==> src/rtl/rv_wb_pkg.sv <==
// rv_wb_pkg: shared widths and write-back source select for the rv32i write-back path.
package rv_wb_pkg;
    localparam int XLEN       = 32;
    localparam int REG_ADDR_W = 5;
    localparam int NUM_REGS   = 1 << REG_ADDR_W;
    typedef enum logic [1:0] {WB_NONE, WB_PIPE, WB_LU} wb_src_e;
endpackage

==> src/rtl/wb_fifo.sv <==
// wb_fifo: synchronous FIFO with occupancy count; DEPTH must be a power of two.
module wb_fifo #(
    parameter int WIDTH = 37,
    parameter int DEPTH = 2,
    localparam int AW = $clog2(DEPTH),
    localparam int CW = $clog2(DEPTH + 1)
) (
    input  logic             clk_i,
    input  logic             rst_ni,
    input  logic             push_i,
    input  logic             pop_i,
    input  logic [WIDTH-1:0] data_i,
    output logic [WIDTH-1:0] data_o,
    output logic             full_o,
    output logic             empty_o,
    output logic [CW-1:0]    count_o
);
    logic [WIDTH-1:0] mem_q [DEPTH];
    logic [AW-1:0]    wptr_q, wptr_d, rptr_q, rptr_d;
    logic [CW-1:0]    count_q, count_d;
    logic             do_push, do_pop;

    assign full_o  = count_q == CW'(DEPTH);
    assign empty_o = count_q == '0;
    assign count_o = count_q;
    assign data_o  = mem_q[rptr_q];

    // Pointers wrap naturally because DEPTH is a power of two.
    always_comb begin
        do_push = push_i && !full_o;
        do_pop  = pop_i && !empty_o;
        wptr_d  = do_push ? wptr_q + 1'b1 : wptr_q;
        rptr_d  = do_pop ? rptr_q + 1'b1 : rptr_q;
        count_d = count_q + CW'(do_push) - CW'(do_pop);
    end

    always_ff @(posedge clk_i or negedge rst_ni) begin
        if (!rst_ni) begin
            wptr_q  <= '0;
            rptr_q  <= '0;
            count_q <= '0;
        end else begin
            wptr_q  <= wptr_d;
            rptr_q  <= rptr_d;
            count_q <= count_d;
        end
    end

    always_ff @(posedge clk_i) begin
        if (do_push) mem_q[wptr_q] <= data_i;
    end
endmodule

==> src/rtl/wb_arbiter.sv <==
// wb_arbiter: merges pipeline and long-latency results onto the single register-file write port,
// tracking outstanding long-latency destinations and requesting bubbles when the buffer head starves.
module wb_arbiter import rv_wb_pkg::*; #(
    parameter int XLEN         = rv_wb_pkg::XLEN,
    parameter int FIFO_DEPTH   = 2,
    parameter int STARVE_LIMIT = 4
) (
    input  logic                  clk_i,
    input  logic                  rst_ni,
    input  logic                  pipe_valid_i,
    input  logic [REG_ADDR_W-1:0] pipe_rd_i,
    input  logic [XLEN-1:0]       pipe_data_i,
    input  logic                  lu_valid_i,
    output logic                  lu_ready_o,
    input  logic [REG_ADDR_W-1:0] lu_rd_i,
    input  logic [XLEN-1:0]       lu_data_i,
    input  logic                  issue_valid_i,
    input  logic [REG_ADDR_W-1:0] issue_rd_i,
    input  logic [REG_ADDR_W-1:0] rs1_i,
    input  logic [REG_ADDR_W-1:0] rs2_i,
    output logic                  busy_rs1_o,
    output logic                  busy_rs2_o,
    output logic                  stall_req_o,
    output logic                  reg_write_o,
    output logic [REG_ADDR_W-1:0] rd_o,
    output logic [XLEN-1:0]       write_data_o
);
    localparam int EW  = REG_ADDR_W + XLEN;
    localparam int CW  = $clog2(FIFO_DEPTH + 1);
    localparam int AGW = $clog2(STARVE_LIMIT + 1);

    logic [EW-1:0]         head;
    logic [REG_ADDR_W-1:0] head_rd;
    logic [XLEN-1:0]       head_data;
    logic                  fifo_full, fifo_empty, push, pop, pipe_wr;
    logic [CW-1:0]         fifo_cnt;
    wb_src_e               src;

    logic                  reg_write_q, reg_write_d;
    logic [REG_ADDR_W-1:0] rd_q, rd_d;
    logic [XLEN-1:0]       data_q, data_d;
    logic [NUM_REGS-1:0]   pending_q, pending_d;
    logic [AGW-1:0]        age_q, age_d;

    wb_fifo #(.WIDTH(EW), .DEPTH(FIFO_DEPTH)) u_fifo (
        .clk_i   (clk_i),
        .rst_ni  (rst_ni),
        .push_i  (push),
        .pop_i   (pop),
        .data_i  ({lu_rd_i, lu_data_i}),
        .data_o  (head),
        .full_o  (fifo_full),
        .empty_o (fifo_empty),
        .count_o (fifo_cnt)
    );

    assign head_rd      = head[EW-1 -: REG_ADDR_W];
    assign head_data    = head[XLEN-1:0];
    assign lu_ready_o   = rst_ni && !fifo_full;
    assign busy_rs1_o   = pending_q[rs1_i];
    assign busy_rs2_o   = pending_q[rs2_i];
    assign stall_req_o  = age_q == AGW'(STARVE_LIMIT);
    assign reg_write_o  = reg_write_q;
    assign rd_o         = rd_q;
    assign write_data_o = data_q;

    // A pipe write to x0 is a no-write and must not block the FIFO head.
    always_comb begin
        pipe_wr = pipe_valid_i && pipe_rd_i != '0;
        pop     = !pipe_wr && !fifo_empty;
        push    = lu_valid_i && lu_ready_o && lu_rd_i != '0;
        src     = pipe_wr ? WB_PIPE : pop ? WB_LU : WB_NONE;
    end

    always_comb begin
        reg_write_d = src != WB_NONE;
        rd_d        = src == WB_PIPE ? pipe_rd_i : src == WB_LU ? head_rd : rd_q;
        data_d      = src == WB_PIPE ? pipe_data_i : src == WB_LU ? head_data : data_q;
        age_d       = (fifo_cnt == '0 || pop) ? '0 : stall_req_o ? age_q : age_q + 1'b1;
    end

    // Issue is applied after the pop clear so a same-cycle re-issue keeps the bit set.
    always_comb begin
        pending_d = pending_q;
        if (pop) pending_d[head_rd] = 1'b0;
        if (issue_valid_i) pending_d[issue_rd_i] = 1'b1;
        pending_d[0] = 1'b0;
    end

    always_ff @(posedge clk_i or negedge rst_ni) begin
        if (!rst_ni) begin
            reg_write_q <= 1'b0;
            rd_q        <= '0;
            data_q      <= '0;
            pending_q   <= '0;
            age_q       <= '0;
        end else begin
            reg_write_q <= reg_write_d;
            rd_q        <= rd_d;
            data_q      <= data_d;
            pending_q   <= pending_d;
            age_q       <= age_d;
        end
    end
endmodule
==> config.mk <==
export PLATFORM = sky130hd
export DESIGN_NAME = wb_arbiter
export DESIGN_NICKNAME = d
export VERILOG_FILES = /design/src/rtl/rv_wb_pkg.sv /design/src/rtl/wb_fifo.sv /design/src/rtl/wb_arbiter.sv
export SDC_FILE = /design/constraint.sdc
export NUM_CORES = 1
export LEC_CHECK = 0
export CORE_ASPECT_RATIO = 0.7
export CORE_MARGIN = 2
export CORE_UTILIZATION = 52
export DETAILED_ROUTE_END_ITERATION = 12
export PLACE_DENSITY = 0.8
export SYNTH_ARGS = -nofsm -noshare
export SYNTH_HDL_FRONTEND = slang
export SYNTH_SLANG_ARGS = --single-unit
==> constraint.sdc <==
create_clock -name clk_i -period 3.6 [get_ports clk_i]
set_input_delay 1.08 -clock clk_i [delete_from_list [all_inputs] [get_ports clk_i]]
set_output_delay 1.08 -clock clk_i [all_outputs]
set_load 0.03 [all_outputs]
==> results.cfg <==
[logic_synthesis]
syn_nets = 692
synth-seq-cells = 150
async_flop_share_pct = 50.67
synth_cell_types = 38
yosys-top-cells-area = edfxtp_1 (33%), dfrtp_1 (28%), mux2i_1 (8.2%), nand2_1 (5.9%), o41ai_1 (3.8%)
netlist_area_mm2 = 0.006828
synth-edff-count = 74
yosys-top-cells-count = nand2_1 (107), dfrtp_1 (76), edfxtp_1 (74)
synth-seq-area-share_pct = 60.40
syn_avg_cell_area_um2 = 11.49
netlist.area_leader.share_pct = 32.55
synth_cells = 594
synth_ff_type = dfrtp_1
yosysMostFrequentCell = nand2_1
yosysTopAreaCell = edfxtp_1
yosysWarnings = 0

[sta]
rsz0062_at_grt = no
skew_ps = 7.205
setup_viol = 0
drv_slew = 0
fin_crit_sh_pct = 98.05
tightestPinTransition_ps = 1142
relSlewSlack_pct = 23.68
fin_ws_ps = 70.38
whs_ps = 536.9
hold_violations = 0
tns_ps = 0
timing.fmax_mhz = 283.3
period_minus_slack_ps = 3530

[die]
start_util_pct = 54.04
row_count = 34
dieHeight_um = 99.87
core_mm2 = 0.01263
dieWidth_um = 141.0
ios = 136
dieArea_mm2 = 0.01408

[pwr]
p_leak_nw = 3.628
ir_drop_mv = 0.4216
p_total_mw = 6.849
powerDensity_mw_per_mm2 = 762.5

[clocking]
path_clk_slew_ps = 60
insertion_delay_ps = 420
hold_buffers = 0
numCtsBuffers = 17
clock-sinks = 150
post_cts_buffers = 0
cts_tree = done
clockBufferDepth = 2
cts_root_buf = clkbuf_16
cts_htree_levels = 4

[job]
maxCapViolations = 0

[detailed_routing]
avgRoutedWirePerCell_um = 20.58
vias_per_cell = 5.893
ant_nets = 0
drcViolationCount = 0
dr.first_iter.drc_count = 532
first_pass_iters = 5
route.vias.total = 5345
totalWireLength_um = 18670

[critical_path]
cp.arrival_ps = 2450
cp_max_fo = 2
ff2ff_path_depth = 5
required_ps = 2520
cp-end-kind = output port
path_class = input pin to output port
crit_path_start_kind = input pin

[global_routing]
antenna_found_initial = 0
grt_use_total_pct = 27.14
grt_pass1_vias = 5193
grt_pass1_wl_um = 29050
grt_max_degree = 77
grt_overflow_total = 0

[layout]
seq_area_mm2 = 0.004125
multi_input_comb_area_mm2 = 0.002509
drive_gt1_share_pct = 10.47
syn2layout_area_growth_pct = 31.56
finalInstanceArea_mm2 = 0.008982
diodes = 0
nFillCells = 873
stdcell_count = 907
utilization_pct = 71.09
fin_nets = 830

[placed_design]
gp_congestion = 0.9905
pre_cts_slack_ps = -701.7
dp.cells = 875
io_buffers = 135
dp_hpwl_um = 12720
placed_area_mm2 = 0.008399

[hold_path]
hold_class = flop to flop
hold_depth = 1

[run_status]
outcome = finished clean
[power by group]
part,internal [mW],switching [mW],total (mW)
clock,1.01,0.788,1.79
sequential,2.26,0.424,2.69
combinational,0.983,1.38,2.37
[path summary, 6_finish.rpt]
kind / from / endpoint / slack (ps)
min: u_fifo.wptr_q / u_fifo.wptr_q / 540
min reg2reg: u_fifo.wptr_q / u_fifo.wptr_q / 540
max: rs1_i[2] / busy_rs1_o / 70
min in group asynchronous: rst_ni / pending_q[16] / 940
max in group asynchronous: rst_ni / u_fifo.rptr_q / 1980
max reg2reg: u_fifo.count_o[0] / u_fifo.mem_q[0][26] / 1170
[layout by cell type (no fill, tap or decap), types with 6 or more instances in the layout]
master,instances
inv_1,7
o21ai_0,43
nand2_1,107
nand4_1,7
nand3_1,16
mux2i_1,56
o41ai_1,30
clkdlybuf4s50_1,126
buf_4,21
clkbuf_16,17
mux4_2,6
edfxtp_1,74
nor2_1,40
a21oi_1,39
dfrtp_1,75
[cell type report]
class | count | share of cell area (%)
well taps | 162 | 2.257
flip-flops and latches | 150 | 45.93
clock buffers | 18 | 4.889
repair buffers | 157 | 16.98
clock inverters | 14 | 1.727
inverters | 7 | 0.2925
multi-input cells | 399 | 27.93
[metal layers]
| layer | wire length (um) | vias up | part of all wire (%) | track usage (%) |
|---|---|---|---|---|
| li1 | - | 2462 | - | - |
| met1 | 8342 | 2610 | 45 | 39.30 |
| met2 | 8286 | 247 | 44 | 40.34 |
| met3 | 1744 | 26 | 9.3 | 8.063 |
| met4 | 295 | 0 | 1.6 | 7.615 |
| met5 | 0 | - | 0 | 0 |
[critical path, cell delays in order]
cell and delay [ps]:
clkdlybuf4s50_1 450, buf_4 160, mux2i_1 110, a211oi_1 240, nand3_1 120, nand4_1 100, clkbuf_4 190
[cell families after synthesis]
group	Yosys count	synth area share, %
AO/OA/AOI/OAI	126	11.60
XOR/XNOR	5	0.6415
adder cells (fa/ha/maj)	4	0.7330
buffers and inverters	45	3.115
flip-flops	150	60.40
multiplexers	67	11.01
AND/OR/NAND/NOR	197	12.50
[what timing repair did]
action / in CTS / in global routing
endpoints found under the setup margin: 2 / 2
endpoints found under the hold margin: 0 / 0
resized for setup: 17 / 4
pin swaps: 0 / 1
[state kept, by name, indices dropped and copies added, names as in the netlist]
name            count
u_fifo.mem_q       74
write_data_o       32
age_q               3
u_fifo.rptr_q       1
rd_o                5
u_fifo.count_o      2
pending_q          31
u_fifo.wptr_q       1
reg_write_o         1
(Power assumes the default switching activity.)
